==> src/rtl/sound_event_arbiter_pkg.sv <==
`default_nettype none
// ============================================================================
// Module      : sound_event_arbiter_pkg
// Description : Shared encodings for the sound event arbiter and future sound
//               blocks. Includes state codes, pending-bit indices and
//               sound-event codes.
// Revision    : 1.0 - initial release
// ============================================================================
package sound_event_arbiter_pkg;

    // Arbiter state encoding.
    localparam logic [1:0] IDLE  = 2'd0;
    localparam logic [1:0] START = 2'd1;
    localparam logic [1:0] RUN   = 2'd2;
    localparam logic [1:0] GAP   = 2'd3;

    typedef enum logic [1:0] {
        ST_IDLE  = IDLE,
        ST_START = START,
        ST_RUN   = RUN,
        ST_GAP   = GAP
    } arb_state_e;

    // Bit positions inside the 3-bit pending/grant vectors.
    localparam int PEND_DES = 2;
    localparam int PEND_DIS = 1;
    localparam int PEND_MOV = 0;

    // Sound-event codes shared with other sound blocks.
    typedef enum logic [1:0] {
        SND_NONE     = 2'd0,
        SND_MOVIO    = 2'd1,
        SND_DISPARO  = 2'd2,
        SND_DESTRUYO = 2'd3
    } sound_evt_e;

    // Population count of a 3-bit vector.
    function automatic logic [1:0] count_ones3(input logic [2:0] v);
        return 2'({1'b0, v[0]} + {1'b0, v[1]} + {1'b0, v[2]});
    endfunction

endpackage
`default_nettype wire

==> src/rtl/sound_prio_enc.sv <==
`default_nettype none
// ============================================================================
// Module      : sound_prio_enc
// Description : Combinational fixed-priority encoder for sound requests.
//               destruyo > disparo > movio. The output is one-hot, or zero.
// Revision    : 1.0 - initial release
// ============================================================================
module sound_prio_enc
    import sound_event_arbiter_pkg::*;
(
    input  logic [2:0] req,
    output logic [2:0] gnt
);

    // Highest-priority request wins; the order is fixed and does not rotate.
    always_comb begin
        gnt = 3'b000;
        if (req[PEND_DES]) begin
            gnt[PEND_DES] = 1'b1;
        end else if (req[PEND_DIS]) begin
            gnt[PEND_DIS] = 1'b1;
        end else if (req[PEND_MOV]) begin
            gnt[PEND_MOV] = 1'b1;
        end
    end

endmodule
`default_nettype wire

==> src/rtl/sound_event_arbiter.sv <==
`default_nettype none
// ============================================================================
// Module      : sound_event_arbiter
// Description : Latches single-cycle game sound requests and issues one start
//               pulse at a time to the sound FSM. After each pulse it waits for
//               the sound to finish, then holds off for GAP_CYCLES.
// Revision    : 1.0 - initial release
// ============================================================================
module sound_event_arbiter
    import sound_event_arbiter_pkg::*;
#(
    parameter int GAP_CYCLES = 16,
    parameter int START_TO   = 8,
    parameter int CNT_W      = 8
) (
    input  logic             CLK,
    input  logic             RST,
    input  logic             req_disparo,
    input  logic             req_destruyo,
    input  logic             req_movio,
    input  logic             mute,
    input  logic             sonido_idle,
    output logic             disparo,
    output logic             destruyo,
    output logic             movio,
    output logic             busy,
    output logic [2:0]       pend,
    output logic [CNT_W-1:0] drop_cnt,
    output logic             err_timeout
);

    localparam int GAP_W = (GAP_CYCLES > 1) ? $clog2(GAP_CYCLES) : 1;
    localparam int TO_W  = $clog2(START_TO);

    localparam logic [GAP_W-1:0] GAP_LAST = GAP_W'(GAP_CYCLES - 1);
    localparam logic [TO_W-1:0]  TO_LAST  = TO_W'(START_TO - 1);

    arb_state_e       state_q, state_d;
    logic [2:0]       pend_q, pend_d;
    logic [CNT_W-1:0] drop_cnt_q, drop_cnt_d;
    logic             err_q, err_d;
    logic [2:0]       pulse_q, pulse_d;
    logic [GAP_W-1:0] gap_cnt_q, gap_cnt_d;
    logic [TO_W-1:0]  to_cnt_q, to_cnt_d;

    logic [2:0]       req_vec;
    logic [2:0]       pend_eff;
    logic [2:0]       gnt_cand;
    logic [2:0]       grant;
    logic [2:0]       drops;
    logic [CNT_W:0]   drop_sum;

    assign req_vec  = {req_destruyo, req_disparo, req_movio};
    // A request arriving this cycle may be granted immediately without first
    // sitting in the pending register.
    assign pend_eff = pend_q | req_vec;

    sound_prio_enc u_prio (
        .req (pend_eff),
        .gnt (gnt_cand)
    );

    // Next-state logic and grant decision for the arbiter FSM.
    always_comb begin
        state_d   = state_q;
        to_cnt_d  = to_cnt_q;
        gap_cnt_d = gap_cnt_q;
        err_d     = err_q;
        grant     = 3'b000;
        case (state_q)
            ST_IDLE: begin
                if (!mute && sonido_idle && (pend_eff != 3'b000)) begin
                    grant    = gnt_cand;
                    state_d  = ST_START;
                    to_cnt_d = '0;
                end
            end
            ST_START: begin
                if (!sonido_idle) begin
                    state_d = ST_RUN;
                end else if (to_cnt_q == TO_LAST) begin
                    // The sound FSM never responded, so the granted request is dropped.
                    err_d     = 1'b1;
                    state_d   = ST_GAP;
                    gap_cnt_d = '0;
                end else begin
                    to_cnt_d = to_cnt_q + 1'b1;
                end
            end
            ST_RUN: begin
                if (sonido_idle) begin
                    state_d   = ST_GAP;
                    gap_cnt_d = '0;
                end
            end
            ST_GAP: begin
                if (gap_cnt_q == GAP_LAST) begin
                    state_d = ST_IDLE;
                end else begin
                    gap_cnt_d = gap_cnt_q + 1'b1;
                end
            end
            default: begin
                state_d = ST_IDLE;
            end
        endcase
        pulse_d = grant;
    end

    // Pending-bit update and saturating drop counter.
    always_comb begin
        // A grant consumes its bit. A same-type request in the same cycle
        // re-arms the bit only if that request was not the one just consumed.
        pend_d   = (pend_q & ~grant) | (req_vec & ~(grant & ~pend_q));
        drops    = req_vec & pend_q & ~grant;
        drop_sum = {1'b0, drop_cnt_q} + (CNT_W+1)'(count_ones3(drops));
        if (drop_sum[CNT_W]) begin
            drop_cnt_d = '1;
        end else begin
            drop_cnt_d = drop_sum[CNT_W-1:0];
        end
    end

    // State and datapath registers. Reset is asynchronous and active-low.
    always_ff @(posedge CLK or negedge RST) begin
        if (!RST) begin
            state_q    <= ST_IDLE;
            pend_q     <= 3'b000;
            drop_cnt_q <= '0;
            err_q      <= 1'b0;
            pulse_q    <= 3'b000;
            gap_cnt_q  <= '0;
            to_cnt_q   <= '0;
        end else begin
            state_q    <= state_d;
            pend_q     <= pend_d;
            drop_cnt_q <= drop_cnt_d;
            err_q      <= err_d;
            pulse_q    <= pulse_d;
            gap_cnt_q  <= gap_cnt_d;
            to_cnt_q   <= to_cnt_d;
        end
    end

    assign destruyo    = pulse_q[PEND_DES];
    assign disparo     = pulse_q[PEND_DIS];
    assign movio       = pulse_q[PEND_MOV];
    assign busy        = (state_q != ST_IDLE);
    assign pend        = pend_q;
    assign drop_cnt    = drop_cnt_q;
    assign err_timeout = err_q;

endmodule
`default_nettype wire

==> config.mk <==
export PLATFORM = sky130hd
export DESIGN_NAME = sound_event_arbiter
export DESIGN_NICKNAME = d
export VERILOG_FILES = /design/src/rtl/sound_event_arbiter_pkg.sv /design/src/rtl/sound_prio_enc.sv /design/src/rtl/sound_event_arbiter.sv
export SDC_FILE = /design/constraint.sdc
export NUM_CORES = 1
export LEC_CHECK = 0
export CORE_ASPECT_RATIO = 0.5
export CORE_MARGIN = 4
export CORE_UTILIZATION = 49
export CTS_BUF_LIST = sky130_fd_sc_hd__clkbuf_8
export DETAILED_ROUTE_END_ITERATION = 10
export GPL_ROUTABILITY_DRIVEN = 0
export HOLD_SLACK_MARGIN = 0.08
export PLACE_DENSITY = 0.87
export SYNTH_ARGS = -nofsm -noshare
export SYNTH_HDL_FRONTEND = slang
export SYNTH_SLANG_ARGS = --single-unit
export TNS_END_PERCENT = 30
==> constraint.sdc <==
create_clock -name CLK -period 3.05 [get_ports CLK]
set_clock_uncertainty 0.1 [all_clocks]
set_input_delay 0.61 -clock CLK [delete_from_list [all_inputs] [get_ports CLK]]
set_output_delay 0.61 -clock CLK [all_outputs]
set_load 0.01 [all_outputs]
Word level (Yosys, flattened, before mapping)
Cells that the tools add are included.
- bits in registers: 24
- bits in latches: 0
- bits in writable memories: 0
- bits in read-only memories: 0
- input bits: 7
- output and inout bits: 16
- word-level logic and storage cells: 70
- memories: 0
- add/subtract/negate cells: 5
- $mul: 0
- divide/modulo/power cells: 0
- $lt $le $gt $ge: 0
- eq/ne operators: 13
- shifts and indexed selects: 0
- mux-type cells: 23
- bitwise operators: 10
- reductions and logical operators: 12
- operators by type and width (cell ; number):
    4-bit two-way mux ; 4
    3-bit bitwise AND ; 5
    3-bit two-way mux ; 5
    2-bit inequality test (second input constant) ; 7
    2-bit two-way mux ; 6
    4-bit case mux with 3 select lines ; 1
    8-bit by 2-bit adder with 9-bit output ; 1
    3-bit inverter ; 3
    8-bit two-way mux ; 1
    2-bit case mux with 4 select lines ; 1
    4-bit AND reduction ; 2
    3-bit bitwise OR ; 2
    3-bit case mux with 2 select lines ; 1
    3-bit nonzero test ; 2
    5-bit AND reduction ; 1
    4-bit by 1-bit adder with 4-bit output (second input constant) ; 1
    2-bit == test (second input constant) ; 2
    4-bit == test (second input constant) ; 1
    1-bit two-way mux ; 4
    2-bit nonzero test ; 2
    3-bit by 1-bit adder with 3-bit output (second input constant) ; 1
    3-bit == test (second input constant) ; 1
    3-bit inequality test (second input constant) ; 1
    3-bit AND reduction ; 1
    other kinds (6) ; 7

Logic depth before layout (Yosys ltp)
- depth after elaboration: 12
- gate-level depth with buffers: 14
- mapped depth without buffers: 14

Cells and area by module
From an unflattened synthesis, not the netlist that was laid out.
- cells, all modules: 138
- area total of the unflattened synthesis: 1386.3 µm²
- by module, submodules not included (module ; instances ; cells each ; area an instance (µm²) ; seq. area each (µm²)):
    sound_event_arbiter ; 1 ; 135 ; 1360.1 ; 600.6
    sound_prio_enc ; 1 ; 3 ; 26.3 ; 0.0

Least setup slack after synthesis
OpenSTA, ideal clock, no wires.
- path kind: register -> register
- start: register state_q[0]
- end: register drop_cnt_q[4] (netlist: drop_cnt[4])
- setup time: 0.135 ns
- arrival time: 2.952 ns
- required time: 2.815 ns
- path slack: -0.137 ns
- stages on the path, launching flop included: 15
- buffers on the path: 0
- clock period less this slack: 3.187 ns
- cells stage by stage: dfrtp_1 > inv_1 > ha_1 > nand3b_2 > or3_4 > nand2b_4 > nand3_1 > fa_1 > inv_1 > ha_1 > fa_1 > and3_1 > and2_1 > nand4_1 > o21ai_0
- word-level cells in the longest chain between the ends: 8
- ends and longest elaborated chain (item ; RTL line ; text):
    start: declaration ; sound_event_arbiter.sv:38 ; arb_state_e state_q, state_d;
    start signal: assignment ; sound_event_arbiter.sv:135 ; state_q <= state_d;
    2-bit zero test * ; sound_event_arbiter.sv:70 ; case (state_q)
    3-bit two-way mux * ; sound_event_arbiter.sv:70 ;
    3-bit inverter * ; sound_event_arbiter.sv:115 ; drops = req_vec & pend_q & ~grant;
    3-bit bitwise AND * ; sound_event_arbiter.sv:115 ;
    1-bit by 1-bit adder with 2-bit output ; sound_event_arbiter_pkg.sv:39 ; return 2'({1'b0, v[0]} + {1'b0, v[1]} + {1'b0, v[2]});
    2-bit by 1-bit adder with 2-bit output * ; sound_event_arbiter_pkg.sv:39 ;
    8-bit by 2-bit adder with 9-bit output * ; sound_event_arbiter.sv:116 ; drop_sum = {1'b0, drop_cnt_q} + (CNT_W+1)'(count_ones3(drops));
    8-bit two-way mux * ; sound_event_arbiter.sv:117 ; if (drop_sum[CNT_W]) begin
    net drop_cnt_d[4] ; sound_event_arbiter.sv:40 ; logic [CNT_W-1:0] drop_cnt_q, drop_cnt_d;
    end signal: assignment ; sound_event_arbiter.sv:137 ; drop_cnt_q <= drop_cnt_d;
    end: declaration ; sound_event_arbiter.sv:40 ;
The timed path passes the listed nets; every way through them passes the cells marked *.
A chain may end at the register's enable or synchronous reset.

Worst setup path in the final report
- start: input port mute
- end: register drop_cnt_q[5] (netlist: drop_cnt[5])
- word-level cells in the longest chain between the ends: 11
- ends and longest elaborated chain (item ; RTL line ; text):
    start: declaration ; sound_event_arbiter.sv:21 ; input logic mute,
    1-bit zero test * ; sound_event_arbiter.sv:72 ; if (!mute && sonido_idle && (pend_eff != 3'b000)) begin
    1-bit logical AND * (2 in a row) ; sound_event_arbiter.sv:72 ;
    3-bit two-way mux * ; sound_event_arbiter.sv:72 ;
    3-bit two-way mux * ; sound_event_arbiter.sv:70 ;
    3-bit inverter * ; sound_event_arbiter.sv:115 ;
    3-bit bitwise AND * ; sound_event_arbiter.sv:115 ;
    1-bit by 1-bit adder with 2-bit output ; sound_event_arbiter_pkg.sv:39 ;
    2-bit by 1-bit adder with 2-bit output * ; sound_event_arbiter_pkg.sv:39 ;
    8-bit by 2-bit adder with 9-bit output * ; sound_event_arbiter.sv:116 ;
    8-bit two-way mux * ; sound_event_arbiter.sv:117 ;
    net drop_cnt_d[5] ; sound_event_arbiter.sv:40 ;
Marked as above.

==> results.cfg <==
[synth]
synth_area_um2 = 1330
synth_edf_count = 0
synth_nets = 149
synth_most_common_cell = dfrtp_1
avgSynthCellArea_um2 = 10.1
yosys.area.top_type = dfrtp_1
yosys_most_used_dff = dfrtp_1
ys_seq_area_frac = 0.453
synth_top_area_frac = 0.453
synthesis.instances = 131
synth_cell_types = 39
yosysWarnings = 0
synth.area.top_cells = dfrtp_1 (45%), ha_1 (8.5%), nand3_1 (3.8%), fa_1 (3.0%), inv_1 (2.8%)
synth_async_sr_flop_share = 1.00
synthTopCellsByCount = dfrtp_1 (24), inv_1 (10), nand2_1 (10), nand3_1 (10)
ys_ff_latch = 24

[setup_path]
crit_type = input pin to flop
reg2reg_depth = 14
rrSetupSlack_ps = -10
crit_required_ps = 3140
slowest_delay_ps = 430
endpoint_kind = flop
path_cells = dlygate4sd2_1 -> nand3b_4 -> or3_4 -> nand2b_4 -> nand3_2 -> fa_1 -> inv_2 -> ha_4 -> fa_2 -> and3_4 -> and2_4 -> nand4_1 -> nand2_1
critical_path.top_delay_family = simple AND/OR/NAND/NOR gates
cp_num_buf_inv = 2
r2r_end = drop_cnt[5]$_DFF_PN0_
path_max_fanout = 6
rr_startpoint = state_q[0]$_DFFE_PN0P_
cp_slowest_cell = fa_1
worstSetupStartpointType = input pin
arrival_ps = 3160

[timing]
tns_ps = -25.6
final_hold_viol_count = 0
fin_ws_ps = -20.4
finalSetupViolations = 2
fmax_mhz = 326
worstMarginPinSlew_ps = 341
max-slew-margin-rel = 0.773
period_share = 1.01
fin_crit_ps = 3070
slew_viol_final = 0
rsz0062_at_grt = yes

[final_layout]
register_area_um2 = 601
antenna_cells = 0
final.fill_count = 141
fin_util = 0.764
nets = 192
fin_cells = 208
multi_input_area_um2 = 732
drive_above_1_share = 0.243
design_area_um2 = 1820
syn2layout_area_growth_pct = 37.6

[run]
maxCapViolations = 0

[routing]
post_drt_wl_per_cell_um = 15.7
postRouteAntennaNets = 0
avgViaCountPerCell = 5.42
drc_errors = 0
drt-pass1-iter-count = 4
vias = 1127
drtIter0Drc = 85
routed_wl_mm = 3.27

[die]
die_x_um = 81.5
die_area_um2 = 3650
core_area_um2 = 2390
initial_core_util = 0.555
die_h_um = 44.8
ioPinCount = 23
fp-row-count = 12

[grt]
antenna_found_initial = 0
overflow = 0
grt_max_degree = 25
grt_pass1_vias = 1090
grt_usage = 0.186
grt_pass1_wl_mm = 5.15

[cts]
cts_buffers = 3
clk_pin_slew_ps = 90
tritoncts_num_sinks = 24
cts_tree = built
clkLatencyLatePin_ps = 270
clockRootBuffer = clkbuf_8
clock_path_buffers = 2
cts_max_level = 1
postCtsHoldBufs = 0

[power]
p_total_mw = 1.65
p_clk_frac = 0.132
pwr-share-seq = 0.328
intPower_mw = 1.02
p_switching_uw = 639
power_frac_comb = 0.540
power_switching_share = 0.386
cellPowerDensity_nw_per_um2 = 907
total_leakage_power_nw = 0.839
ir_drop_mv = 0.734

[min_path]
worstHoldPathCells = 1
hp-class = flop to flop
hold_path_startpoint = err_timeout$_DFFE_PN0P_
hold_end = err_timeout$_DFFE_PN0P_

[status]
violations = negative setup slack
status = finished, violations left

[place]
placed_area_um2 = 1710
placed_cells = 201
dp_hpwl_mm = 2.06
portBuffers = 22
## how the worst max path moves through the flow
stage,startpoint,end,slack [ps],cells past startpoint
5_1_grt,state_q[0]$_DFFE_PN0P_,drop_cnt[5]$_DFF_PN0_,-120,14
4_1_cts,state_q[0]$_DFFE_PN0P_,drop_cnt[4]$_DFF_PN0_,10,14
6_report,mute,drop_cnt[5]$_DFF_PN0_,-20,13
3_5_place_dp,sonido_idle,drop_cnt[4]$_DFF_PN0_,-590,13
2_1_floorplan,state_q[0]$_DFFE_PN0P_,drop_cnt[4]$_DFF_PN0_,2,14
3_3_place_gp,mute,drop_cnt[4]$_DFF_PN0_,-490,13
## state kept, by name, indices dropped and copies added (netlist names)
signal and flops:
pend 3, gap_cnt_q 4, state_q 2, to_cnt_q 3, drop_cnt 8, pulse_q 3
err_timeout 1
## power groups by stage
stage | registers [mW] | logic [mW] | clock network [mW]
floorplan | 0.556 | 0.434 | 0
global placement | 0.532 | 0.776 | 0
detailed placement | 0.534 | 0.799 | 0
CTS | 0.530 | 0.848 | 0.220
global route | 0.557 | 0.986 | 0.236
finish | 0.542 | 0.893 | 0.219
## layer usage
layer / GRT usage / wire, µm
met5: 0 / 0
met1: 0.237 / 1470
met2: 0.328 / 1650
met3: 0.0458 / 102
met4: 0.0370 / 43
## cell usage in the layout (no fill, tap or decap), types with 4 or more instances in the layout
cell type / count
clkbuf_8: 4
a21oi_1: 5
dlygate4sd2_1: 4
a31oi_1: 4
nor2_1: 8
inv_1: 7
ha_1: 7
clkdlybuf4s50_1: 18
nand3_1: 9
dfrtp_1: 24
nand2_1: 10
buf_4: 18
## timing repair
item                                    in CTS  in global routing
endpoints found under the setup margin       8                  8
resized for setup                           12                  3
pin swaps                                    4                  5
buffers inserted                             0                  3
## metrics by stage
| step | hold slack, ps | setup WS [ps] |
|---|---|---|
| 4_1_cts | 402 | 14.6 |
| 3_5_place_dp | 382 | -589 |
| 2_1_floorplan | 214 | 1.98 |
| 3_3_place_gp | 365 | -494 |
| 5_1_grt | 418 | -115 |
| 6_report | 399 | -20.4 |
## worst reg2reg max path: cells and delay by family, from the launching register on
| kind | cells | cell delay [ps] |
|---|---|---|
| buffers and inverters | 2 | 170 |
| DFF | 1 | 400 |
| adders and majority gates | 4 | 910 |
| and+or+nand+nor | 8 | 1420 |
## cell families (layout without fill, tap and decap cells)
logic type / Yosys count / in the layout / synth area share
multiplexers: 1 / 1 / 0.00850
AO/OA/AOI/OAI: 24 / 24 / 0.125
buffers and inverters: 13 / 55 / 0.0368
flip-flops: 24 / 24 / 0.453
adder cells (fa/ha/maj): 14 / 14 / 0.139
AND/OR/NAND/NOR: 52 / 52 / 0.218
XOR/XNOR: 3 / 3 / 0.0198
## area by class of cell
type	instances	share of cell area
Multi-Input combinational cell	94	0.402
Sequential cell	24	0.329
Timing Repair Buffer	40	0.192
Clock buffer	4	0.0302
Tap cell	35	0.0240
Inverter	11	0.0226
Power figures use the tool's default switching activity.
==> edit 1 (same flow settings) <==
`GAP_CYCLES`: 16 -> 8.
--- a/src/rtl/sound_event_arbiter.sv
+++ b/src/rtl/sound_event_arbiter.sv
@@ -10,5 +10,5 @@
     import sound_event_arbiter_pkg::*;
 #(
-    parameter int GAP_CYCLES = 16,
+    parameter int GAP_CYCLES = 8,
     parameter int START_TO   = 8,
     parameter int CNT_W      = 8
Check against the original RTL: same outputs for any inputs over 10 cycles, from zero or initial values and one cycle with RST low; that may be too few to reach the edited logic, so the function may still have changed.
==> edit 1 against the original RTL <==
Die area is 5.7% lower. Sequential share of layout area grew 0.46 points. Combinational power down 9.3%. Largest power group unchanged. Highest routed layer unchanged. Fmax grew 2.7%. Sequential cell count decreased by 1. Cell area down 5.5%. Critical endpoint is now drop_cnt[1]$_DFF_PN0_. Area after synthesis decreased by 6.6%. Setup slack gained 0.081 ns. Total power decreased by 7.9%. Wire length shrank 8.6%.
==> edit 1: results (changes against the original RTL) <==
{
  "synth.cells.most_frequent": {"value": "23 x sky130_fd_sc_hd__dfrtp_1, 11 x sky130_fd_sc_hd__nand2_1, 10 x sky130_fd_sc_hd__ha_1, 10 x sky130_fd_sc_hd__nand3_1", "change": "was 24 x sky130_fd_sc_hd__dfrtp_1, 10 x sky130_fd_sc_hd__inv_1, 10 x sky130_fd_sc_hd__nand2_1, 10 x sky130_fd_sc_hd__nand3_1"},
  "inst_count_dp": {"value": 186, "change": "was 201"},
  "groute.usage.overall": {"value": 17.0, "unit": "%", "change": "was 18.6%"},
  "finalWirelength": {"value": 2.99, "unit": "mm", "change": "was 3.27 mm"},
  "vias_per_cell": {"value": 5.23, "change": "was 5.42"},
  "setup.worst_path.end": {"value": "drop_cnt[1]$_DFF_PN0_", "change": "was drop_cnt[5]$_DFF_PN0_"},
  "syn-instance-count": {"value": 117, "change": "was 131"},
  "synth.lib_cells_used.distinct": {"value": 32, "change": "was 39"},
  "timing.reg2reg.setup_slack": {"value": 0.09, "unit": "ns", "change": "was -0.01 ns"},
  "dp.final_hpwl": {"value": 1.97, "unit": "mm", "change": "was 2.06 mm"},
  "synth_area_leaders": {"value": "sky130_fd_sc_hd__dfrtp_1 47%, sky130_fd_sc_hd__ha_1 10%, sky130_fd_sc_hd__nand3_1 4.0%, sky130_fd_sc_hd__nand2_1 3.3%, sky130_fd_sc_hd__fa_1 3.2%", "change": "was sky130_fd_sc_hd__dfrtp_1 45%, sky130_fd_sc_hd__ha_1 8.5%, sky130_fd_sc_hd__nand3_1 3.8%, sky130_fd_sc_hd__fa_1 3.0%, sky130_fd_sc_hd__inv_1 2.8%"},
  "fill_cells": {"value": 171, "change": "was 141"},
  "wire_length_of_the_first_global_routing_pass": {"value": 4.58, "unit": "mm", "change": "was 5.15 mm"},
  "dr.first_iter.drc_count": {"value": 80, "change": "was 85"},
  "peakVddDrop": {"value": 0.000579, "unit": "V", "change": "was 0.000734 V"},
  "first_global_vias": {"value": 1003, "change": "was 1,090"},
  "reg2reg_from": {"value": "state_q[1]$_DFFE_PN0P_", "change": "was state_q[0]$_DFFE_PN0P_"},
  "outcome": {"value": "finished, final reports clean", "change": "was complete, but fails checks"},
  "critical_path.max_fanout": {"value": 5, "change": "was 6"},
  "num-nets-final": {"value": 178, "change": "was 192"},
  "routed_wire_length_per_instance": {"value": 15.5, "unit": "um", "change": "was 15.7 um"},
  "power.static_leakage": {"value": 0.795, "unit": "nW", "change": "was 0.839 nW"},
  "slew_headroom": {"value": 68.9, "unit": "%", "change": "was 77.3%"},
  "grt_max_degree": {"value": 24, "change": "was 25"},
  "post_syn_nets": {"value": 136, "change": "was 149"}
}
edit 1: worst min-delay path by stage:
stage	startpoint	endpoint	slack, ns
global route	err_timeout$_DFFE_PN0P_	err_timeout$_DFFE_PN0P_	0.41
detailed placement	err_timeout$_DFFE_PN0P_	err_timeout$_DFFE_PN0P_	0.36
CTS	err_timeout$_DFFE_PN0P_	err_timeout$_DFFE_PN0P_	0.38
finish	err_timeout$_DFFE_PN0P_	err_timeout$_DFFE_PN0P_	0.38
global placement	err_timeout$_DFFE_PN0P_	err_timeout$_DFFE_PN0P_	0.35
floorplan	RST	drop_cnt[0]$_DFF_PN0_	0.21
edit 1: power breakdown:
part	total, W	internal, W	switching (W)
Sequential	0.000521	0.000405	0.000116
Combinational	0.000810	0.000431	0.000379
Clock	0.000193	0.0000925	0.000100
edit 1: final cells by class:
class	count	area, um^2	area share [%]
clock inverter	1	7.51	0.436
clock buffer	3	41.3	2.40
timing repair buffer	37	329	19.1
inverter	9	33.8	1.96
tap	35	43.8	2.54
sequential	23	576	33.4
multi-input combinational	85	692	40.2
edit 1: what timing repair did:
| item | in CTS | in global routing |
|---|---|---|
| endpoints found under the setup margin | 8 | 8 |
| pin swaps | 2 | 2 |
| gates resized for setup | 9 | 5 |
| buffers inserted | 1 | 2 |
edit 1: metal layers:
metal	global-route usage (%)	up-vias	part of all wire [%]
met3	5.39	2	3.8
li1	-	494	-
met1	23.1	486	49
met4	2.74	0	0.74
met2	27.4	27	47
met5	0	-	0
edit 1: cells by family after synthesis:
logic type	synth area share (%)
simple gates	19.2
flops	46.5
compound gates	10.1
fa+ha+maj	15.9
buf+inv	2.73
mux	3.44
xor+xnor	2.12
edit 1: through the flow:
step	area, um^2	power, W	worst slack (ns)
after CTS	1690	0.00145	0.0292
after global placement	1600	0.00119	-0.410
after detailed placement	1600	0.00122	-0.532
after floorplan	1240	0.000913	0.00764
final	1720	0.00152	0.0606
after global routing	1720	0.00165	-0.0288
edit 1: worst max-delay path, stage by stage:
cell and delay [ns]:
sky130_fd_sc_hd__clkdlybuf4s50_1 0.53, sky130_fd_sc_hd__nor2_1 0.12, sky130_fd_sc_hd__nand2b_4 0.09, sky130_fd_sc_hd__nand3_2 0.08, sky130_fd_sc_hd__fa_1 0.49, sky130_fd_sc_hd__inv_1 0.06, sky130_fd_sc_hd__ha_4 0.16, sky130_fd_sc_hd__fa_2 0.35
sky130_fd_sc_hd__and3_4 0.19, sky130_fd_sc_hd__and3_4 0.19, sky130_fd_sc_hd__nand3_4 0.10, sky130_fd_sc_hd__nand2b_1 0.06
==> edit 2 (same flow settings) <==
Without the edit above. Make the reset (`RST`) synchronous in one clocked block. Comments in the files are not updated.
--- a/src/rtl/sound_event_arbiter.sv
+++ b/src/rtl/sound_event_arbiter.sv
@@ -123,5 +123,5 @@
 
     // State and datapath registers. Reset is asynchronous and active-low.
-    always_ff @(posedge CLK or negedge RST) begin
+    always_ff @(posedge CLK) begin
         if (!RST) begin
             state_q    <= ST_IDLE;
Check against the original RTL: differs if RST is asserted again (counterexample within 4 cycles, from zero or initial values and one cycle with RST low); with RST held inactive, the same outputs for 10 cycles.
==> edit 2 against the original RTL <==
Register-to-register slack better by 0.16 ns. Sequential cell count stayed put. Critical path type unchanged. Cell area is 3.0% lower. Count of clock-buffer cells in the layout is 1 lower. Wire length is 3.1% higher. First-iteration DRC count is 69% lower. Area after synthesis is 4.7% lower. Core utilization is 0.39 points lower. Setup slack better by 0.15 ns.
Power is not compared: it rests on default switching activity, and its combinational part moved more than twofold at a synthesized area within 25%.
==> edit 2: results (changes against the original RTL) <==
{
  "preCtsSetupSlack": {"value": -0.553, "unit": "ns", "change": "was -0.589 ns"},
  "synth.lib_cells_used.distinct": {"value": 36, "change": "was 39"},
  "synth_area_leaders": {"value": "sky130_fd_sc_hd__dfxtp_1 38%, sky130_fd_sc_hd__ha_1 8.9%, sky130_fd_sc_hd__nand2_1 4.8%, sky130_fd_sc_hd__mux2i_1 4.0%, sky130_fd_sc_hd__nand3_1 3.6%", "change": "was sky130_fd_sc_hd__dfrtp_1 45%, sky130_fd_sc_hd__ha_1 8.5%, sky130_fd_sc_hd__nand3_1 3.8%, sky130_fd_sc_hd__fa_1 3.0%, sky130_fd_sc_hd__inv_1 2.8%"},
  "dp.final_hpwl": {"value": 2.13, "unit": "mm", "change": "was 2.06 mm"},
  "vias_per_cell": {"value": 5.62, "change": "was 5.42"},
  "first_global_vias": {"value": 1117, "change": "was 1,090"},
  "seq_area_frac_synth": {"value": 38.1, "unit": "%", "change": "was 45.3%"},
  "synth.cells.most_frequent": {"value": "24 x sky130_fd_sc_hd__dfxtp_1, 16 x sky130_fd_sc_hd__nand2_1, 9 x sky130_fd_sc_hd__ha_1, 9 x sky130_fd_sc_hd__nand3_1", "change": "was 24 x sky130_fd_sc_hd__dfrtp_1, 10 x sky130_fd_sc_hd__inv_1, 10 x sky130_fd_sc_hd__nand2_1, 10 x sky130_fd_sc_hd__nand3_1"},
  "timing.critical_path.arrival": {"value": 2.97, "unit": "ns", "change": "was 3.16 ns"},
  "wire_length_of_the_first_global_routing_pass": {"value": 5.14, "unit": "mm", "change": "was 5.15 mm"},
  "yosys-mux-area-fraction": {"value": 3.96, "unit": "%", "change": "was 0.850%"},
  "routed_wire_length_per_instance": {"value": 15.3, "unit": "um", "change": "was 15.7 um"},
  "outcome": {"value": "finished, final reports clean", "change": "was complete, but fails checks"},
  "max_slew.worst_pin.slew": {"value": 0.548, "unit": "ns", "change": "was 0.341 ns"},
  "grt_max_degree": {"value": 18, "change": "was 25"},
  "critical-path-max-stage-delay": {"value": 0.49, "unit": "ns", "change": "was 0.43 ns"},
  "synth_fa_ha_area_share": {"value": 13.0, "unit": "%", "change": "was 13.9%"},
  "placed_area": {"value": 0.00164, "unit": "mm^2", "change": "was 0.00171 mm^2"},
  "fill_cells": {"value": 149, "change": "was 141"},
  "fraction_of_the_mapped_netlist_area_in_compound_gates": {"value": 15.8, "unit": "%", "change": "was 12.5%"},
  "synthFlopType": {"value": "sky130_fd_sc_hd__dfxtp_1", "change": "was sky130_fd_sc_hd__dfrtp_1"},
  "groute.usage.overall": {"value": 19.3, "unit": "%", "change": "was 18.6%"},
  "num-nets-final": {"value": 204, "change": "was 192"},
  "dr.first_iter.drc_count": {"value": 26, "change": "was 85"},
  "crit_path_top_delay_cell": {"value": "sky130_fd_sc_hd__or4b_4", "change": "was sky130_fd_sc_hd__fa_1"},
  "synth-async-reset-ratio": {"value": 0, "unit": "%", "change": "was 100%"},
  "synthXorXnorAreaFrac": {"value": 2.08, "unit": "%", "change": "was 1.98%"}
}
edit 2: final timing paths:
check                             endpoint  cells past startpoint                startpoint  slack [ns]
setup reg to reg    drop_cnt[4]$_SDFF_PN0_                     14   state_q[0]$_SDFFE_PN0P_        0.15
hold / removal    to_cnt_q[1]$_SDFFE_PN0P_                      2  to_cnt_q[1]$_SDFFE_PN0P_        0.38
setup / recovery    drop_cnt[6]$_SDFF_PN0_                     12                      mute        0.13
hold reg to reg   to_cnt_q[1]$_SDFFE_PN0P_                      2  to_cnt_q[1]$_SDFFE_PN0P_        0.38
edit 2: layout make-up:
type	count	area (um^2)	area share [%]
clock inverters	1	30.0	1.70
flip-flops and latches	24	483	27.3
inverters	9	33.8	1.91
well taps	35	43.8	2.48
multi-input cells	107	772	43.7
repair buffers	41	364	20.6
clock buffers	3	41.3	2.34
edit 2: through the flow:
| step | instances | utilization [%] | setup TNS (ns) |
|---|---|---|---|
| after floorplan | 144 | - | -0.0315 |
| after global placement | 213 | 70.3 | -3.08 |
| after detailed placement | 213 | 70.3 | -4.11 |
| after CTS | 220 | 75.0 | 0 |
| after global routing | 220 | 76.0 | 0 |
| final | 220 | 76.0 | 0 |
edit 2: metal layers:
layer	up-vias	GRT usage, %	share of wire (%)
met3	6	5.39	4.9
met5	-	0	0
met1	598	22.6	42
met2	39	34.8	51
met4	0	6.06	1.4
li1	594	-	-
edit 2: power by group:
group          total (W)  internal, W  switching (W)
Combinational   0.000392     0.000190       0.000202
Clock           0.000281     0.000176       0.000105
Sequential      0.000374     0.000343      0.0000318
edit 2: timing repair:
item	4_1_cts	5_1_grt
gates resized for setup	7	10
gates cloned	0	0
pin swaps	7	5
setup endpoints to repair	8	8
buffers inserted	3	0
edit 2: cell families after synthesis:
kind of cell,after synthesis
AND/OR/NAND/NOR,56
AO/OA/AOI/OAI,31
buffers and inverters,13
flip-flops,24
adder cells (fa/ha/maj),12
multiplexers,5
XOR/XNOR,3
edit 2: worst max-delay path, delay by kind of cell:
kind	cells	cell delay, ns
simple gates	6	1.13
fa+ha+maj	3	0.78
buf+inv	2	0.26
mux	1	0.21
